### config.mk
export PLATFORM = sky130hd
export DESIGN_NAME = stream_demux_4b_1to5
export DESIGN_NICKNAME = d
export VERILOG_FILES = /design/src/rtl/stream_demux_4b_1to5.sv
export SDC_FILE = /design/constraint.sdc
export NUM_CORES = 1
export LEC_CHECK = 0
export BUFFER_PORTS_ARGS = -buffer_cell sky130_fd_sc_hd__clkbuf_2
export CAP_MARGIN = 15
export CORE_MARGIN = 4
export CORE_UTILIZATION = 30
export DETAILED_ROUTE_END_ITERATION = 8
export PLACE_DENSITY = 0.67
export SLEW_MARGIN = 40
export SYNTH_ARGS = -nofsm -noshare
export SYNTH_HDL_FRONTEND = slang
export SYNTH_SLANG_ARGS = --single-unit
### constraint.sdc
create_clock -name clk -period 1.5 [get_ports clk]
set_input_delay 0 -clock clk [delete_from_list [all_inputs] [get_ports clk]]
set_output_delay 0 -clock clk [all_outputs]
set_load 0.005 [all_outputs]
### src/rtl/stream_demux_4b_1to5.sv
`default_nettype none
// ============================================================================
// Module   : stream_demux_4b_1to5
// Purpose  : Registered 1-to-5 val/rdy stream demultiplexer. Each accepted
//            message is steered by in_sel into one of five single-entry lane
//            registers, and each register is drained by its own consumer.
//            Selects 5..7 have no destination. Those messages are accepted
//            and discarded.
// Ports    : clk, reset_n (async active-low)
//            in_val/in_rdy/in_msg/in_sel     - producer side
//            out_val[4:0]/out_rdy[4:0]       - per-lane handshake
//            out_msg[5*NBITS-1:0]            - lane i at [NBITS*i +: NBITS]
//            drop_count[7:0]                 - saturating drop counter
// Options  : STREAM_DEMUX_DROP_CNT_EN - when defined, drop_count counts
//            dropped messages and saturates at 255. When undefined,
//            drop_count is tied to zero.
// Revision : 1.0 - initial release
// ============================================================================
module stream_demux_4b_1to5 #(
    parameter int NBITS = 4
) (
    input  logic                 clk,
    input  logic                 reset_n,
    input  logic                 in_val,
    output logic                 in_rdy,
    input  logic [NBITS-1:0]     in_msg,
    input  logic [2:0]           in_sel,
    output logic [4:0]           out_val,
    input  logic [4:0]           out_rdy,
    output logic [5*NBITS-1:0]   out_msg,
    output logic [7:0]           drop_count
);

    localparam logic [2:0] c_NUM_LANES = 3'd5;

    logic [4:0]       full_q, full_d;
    logic [NBITS-1:0] data_q [5];
    logic [NBITS-1:0] data_d [5];

    logic w_sel_lane;   // in_sel addresses a real lane
    logic w_lane_rdy;   // addressed lane can take a message this cycle
    logic w_in_xfer;

    // in_rdy depends only on in_sel, lane state and out_rdy, never on in_val.
    // A full lane whose consumer is draining this cycle can accept again,
    // which keeps back-to-back traffic into one lane bubble-free.
    always_comb begin
        w_sel_lane = (in_sel < c_NUM_LANES);
        w_lane_rdy = 1'b0;
        for (int i = 0; i < 5; i++) begin
            if (in_sel == 3'(i)) begin
                w_lane_rdy = ~full_q[i] | out_rdy[i];
            end
        end
        in_rdy    = w_sel_lane ? w_lane_rdy : 1'b1;
        w_in_xfer = in_val & in_rdy;
    end

    // Per-lane next state. A write to a lane overrides a drain in the same
    // cycle. Data is left stale on drain.
    always_comb begin
        full_d = full_q;
        for (int i = 0; i < 5; i++) begin
            data_d[i] = data_q[i];
            if (full_q[i] && out_rdy[i]) begin
                full_d[i] = 1'b0;
            end
            if (w_in_xfer && (in_sel == 3'(i))) begin
                full_d[i] = 1'b1;
                data_d[i] = in_msg;
            end
        end
    end

    always_ff @(posedge clk or negedge reset_n) begin
        if (!reset_n) begin
            full_q <= '0;
            for (int i = 0; i < 5; i++) begin
                data_q[i] <= '0;
            end
        end else begin
            full_q <= full_d;
            for (int i = 0; i < 5; i++) begin
                data_q[i] <= data_d[i];
            end
        end
    end

    assign out_val = full_q;

    generate
        for (genvar g = 0; g < 5; g++) begin : g_lane
            assign out_msg[NBITS*g +: NBITS] = data_q[g];
        end
    endgenerate

`ifdef STREAM_DEMUX_DROP_CNT_EN
    logic [7:0] drop_count_q, drop_count_d;

    always_comb begin
        drop_count_d = drop_count_q;
        if (w_in_xfer && !w_sel_lane && (drop_count_q != 8'hFF)) begin
            drop_count_d = drop_count_q + 8'd1;
        end
    end

    always_ff @(posedge clk or negedge reset_n) begin
        if (!reset_n) begin
            drop_count_q <= 8'd0;
        end else begin
            drop_count_q <= drop_count_d;
        end
    end

    assign drop_count = drop_count_q;
`else
    assign drop_count = 8'd0;
`endif

endmodule
`default_nettype wire
Word-level counts from Yosys, hierarchy flattened
Index checks and enable logic that the tools add are counted.
Word-level totals
  output and inout bits: 34
  word-level logic and storage cells: 58
  ROM bits: 0
  bits in latches: 0
  memories kept: 0
  register bits after elaboration: 25
  bits in writable memories: 0
  input port bits: 15
Operators by class
  bitwise operators: 11
  $add $sub $neg: 0
  magnitude comparators: 1
  div/mod/pow operators: 0
  $mul: 0
  mux-type cells: 16
  reduce and logical (&&, ||, !) cells: 16
  equal/unequal tests: 4
  shift operators: 0
Operators by type and width (count)
  1-bit two-way mux: 16
  1-bit logical AND: 10
  2-bit nonzero test: 5
  3-bit by 2-bit == test with 1-bit output, second input constant: 2
  1-bit NOT: 5
  1-bit bitwise OR: 5
  3-bit by 1-bit == test with 1-bit output, second input constant: 1
  3-bit == test, second input constant: 1
  3-bit logical NOT: 1
  3-bit < comparator, second input constant: 1
  1-bit AND: 1

Logic depth before layout (Yosys ltp)
  depth after elaboration: 11
  mapped depth: 4
  gate-level depth less buffers: 3

Worst setup path before layout
OpenSTA, ideal clock, no wires.
  kind: flip-flop to flip-flop
  start: reg full_q[0], in the netlist out_val[0]
  end: reg data_q (netlist bit out_msg[0])
  cell stages (with the launch flop): 4
  setup slack: 0.248 ns
  library setup time: 0.125 ns
  arrival: 1.127 ns
  data required time: 1.375 ns
  path buffers: 0
  period minus slack after synthesis: 1.252 ns
  path through: dfrtp_1 -> nor2b_1 -> nor3b_4 -> mux2_2
Between the ends
  cells in the longest elaborated chain, start to end: 10
RTL lines
  start: declaration: line 36  | logic [4:0] full_q, full_d;
  start signal: assignment: line 82  | full_q <= full_d;
  1-bit NOT: line 52  | w_lane_rdy = ~full_q[i] | out_rdy[i];
  1-bit bitwise OR: line 52
  1-bit two-way mux (5 in a row): line 51  | if (in_sel == 3'(i)) begin
  1-bit two-way mux: line 55  | in_rdy = w_sel_lane ? w_lane_rdy : 1'b1;
  1-bit AND: line 56  | w_in_xfer = in_val & in_rdy;
  1-bit logical AND: line 68  | if (w_in_xfer && (in_sel == 3'(i))) begin
  end signal: indexed assignment: line 84  | data_q[i] <= data_d[i];
  end: declaration: line 37  | logic [NBITS-1:0] data_q [5];
Every way passes these cells.
A chain may end at the register's enable or synchronous reset.

Final worst setup path
  start: reg full_q[0], in the netlist out_val[0]
  end: out in_rdy
Between the ends
  cells in the longest elaborated chain, start to end: 8
RTL lines
  1-bit NOT: line 52
  1-bit bitwise OR: line 52
  1-bit two-way mux (5 in a row): line 51
  1-bit two-way mux: line 55
  end: declaration: line 25  | output logic in_rdy,
Every way passes these cells.

==> metrics.yaml <==
die-width_um: 69.3
first_pass_iters: 2
grt_use_total: 0.102
start_util: 0.308
peakVddDrop_v: 0.000503
synth_area_um2: 1130
antenna_cells: 0
required_ns: 1.50
powerDensity_nw_per_um2: 1160
synth_cell_type_count: 23
maxCapViolations: 0
synth_top_area_cell: "dfrtp_1"
port_buffers: 40
max_freq_mhz: 718
postPlaceCellArea_um2: 1340
grt_max_degree: 26
synth_area_leaders: "dfrtp_1, mux2_2, buf_4"
fin_worst_skew_ns: 0.00388
grt_pass1_wl_um: 4000
cp-start-kind: "flop"
worstHoldPathType: "in2reg"
slowest_delay_ns: 0.38
area.growth.synth_to_final_pct: 23.6
path_buf_inv: 1
grt_antenna_before_repair: 0
final_common_cell: "clkbuf_2"
syn_avg_cell_area_um2: 13.8
clock_path_buffers: 2
gr-total-overflow: 0
hpwl_um: 1880
cp-end-kind: "output pin"
synth_cells: 82
crit_family: "compound AO/OA/AOI/OAI gates"
gp_congestion: 0.785
maxSlewViolCount: 0
finalWirelength_um: 2370
relSlewSlack: 0.591
rsz0062_at_grt: "no"
fin_setup_tns_ns: 0
wl_per_cell_um: 13.8
fin_area_um2: 1400
yosysSeqAreaShare: 0.554
root_buffer: "clkbuf_8"
synth-seq-cells: 25
ioPinCount: 49
drt_iter0_markers: 59
fin_crit_ns: 1.39
yosys.area.top_type_share: 0.554
drtAntennaViolNets: 0
grt_pass1_vias: 841
htreeDepth: 1
final_cell_mix: "clkbuf_2, dfrtp_1, mux2_2, conb_1"
core-area_um2: 3660
vias: 769
crit_arrival_ns: 1.39
cts_buffers: 3
route.detailed.drc: 0
slowest_stage: "dfrtp_1"
final_nets: 140
cts_resized: 0
hold_viol: 0
cts.sinks: 25
placementRows: 22
clk_pin_slew_ns: 0.09
post-route-period-util: 0.928
path_cells: "nor2b_1 > a211o_1 > a31oi_1 > clkbuf_2"
setup_violations: 0
die_area_um2: 4810
yosysWarnings: 0
drive_gt1_frac: 0.556
worst_pin_slew_ns: 0.613
cts_tree: "done"
crit_type: "reg2out"
avgViaCountPerCell: 4.47
status: "complete, no violations"
p_leak_nw: 0.702
clkLatencyLatePin_ns: 0.26
die_h_um: 69.3
crit_fanout: 3
[synth_stat cells]
master and instances:
a211o_1 1, dfrtp_1 25, nand2b_1 4, nand4b_1 1
nand2_1 4, or2_2 1, mux2_2 20, nor3b_4 1
buf_6 1, nor4b_1 1, nor2b_2 1, inv_1 1
and3b_1 1, buf_2 1, nor4b_4 1, nand3_1 2
nor2b_1 2, buf_4 8, o31ai_1 1, nand4_1 1
a31oi_1 2, conb_1 1, nor3b_2 1
[worst paths after layout]
path                                               from                       to  slack, ns  cells past startpoint
max in group asynchronous                       reset_n  out_msg[13]$_DFFE_PN0P_       0.83                      2
min in group asynchronous                       reset_n   out_msg[7]$_DFFE_PN0P_       0.27                      2
worst min register to register  out_msg[13]$_DFFE_PN0P_  out_msg[13]$_DFFE_PN0P_       0.52                      1
worst max-delay path             out_val[0]$_DFFE_PN0P_                   in_rdy       0.11                      4
worst max register to register   out_val[1]$_DFFE_PN0P_   out_msg[4]$_DFFE_PN0P_       0.15                      3
worst min-delay path                         out_rdy[2]   out_val[2]$_DFFE_PN0P_       0.02                      3
[worst reg2reg max path: cells and delay by family (launching register included)]
kind	cells	cell delay, ns
DFF	1	0.38
muxes	1	0.39
and+or+nand+nor	2	0.48
[registers in the layout, indices dropped and copies added (netlist names)]
| register | count |
|---|---|
| out_msg | 20 |
| out_val | 5 |
[what timing repair did]
item                                    CTS  global route
hold buffers                              1             0
hold endpoints to repair                 25             0
endpoints found under the setup margin    0             0
buffers inserted                          0             0
[power by group]
group	leakage [nW]	switching, mW	internal (mW)
combinational	0.369	0.150	0.205
sequential	0.308	0.0695	0.803
clock	0.0255	0.209	0.185
[final cells by class]
class / count / area [µm²]
clock buffer: 3 / 41.3
clock inverter: 1 / 5.00
fill: 370 / 2270
inverter: 1 / 3.75
multi-input combinational: 53 / 449
sequential: 25 / 626
tap: 48 / 60.1
timing repair buffer: 41 / 210
[stage by stage]
stage,cells,power [mW],hold WS [ns],util,worst slack (ns)
2_1_floorplan,89,1.06,-0.296,-,0.248
3_3_place_gp,167,1.23,0.0261,0.366,0.184
3_5_place_dp,167,1.25,0.0489,0.366,0.148
4_1_cts,172,1.65,0.0148,0.381,0.104
5_1_grt,172,1.73,0.0356,0.381,0.0392
6_report,172,1.62,0.0248,0.381,0.108
[per-layer routing]
layer | global-route usage | wire length (µm) | up-vias
met4 | 0.0195 | 7 | 0
li1 | - | - | 354
met5 | 0 | 0 | -
met2 | 0.162 | 1090 | 33
met3 | 0.0377 | 186 | 2
met1 | 0.135 | 1080 | 380
[cell families (layout without fill, tap and decap cells)]
logic type / Yosys count / after routing / synth area share
AOI/OAI and AO/OA: 4 / 4 / 0.0255
muxes: 20 / 20 / 0.200
DFF: 25 / 25 / 0.554
other: 1 / 8 / 0.00332
buffers and inverters: 11 / 46 / 0.0709
and+or+nand+nor: 21 / 21 / 0.146
Power figures use the tool's default switching activity.
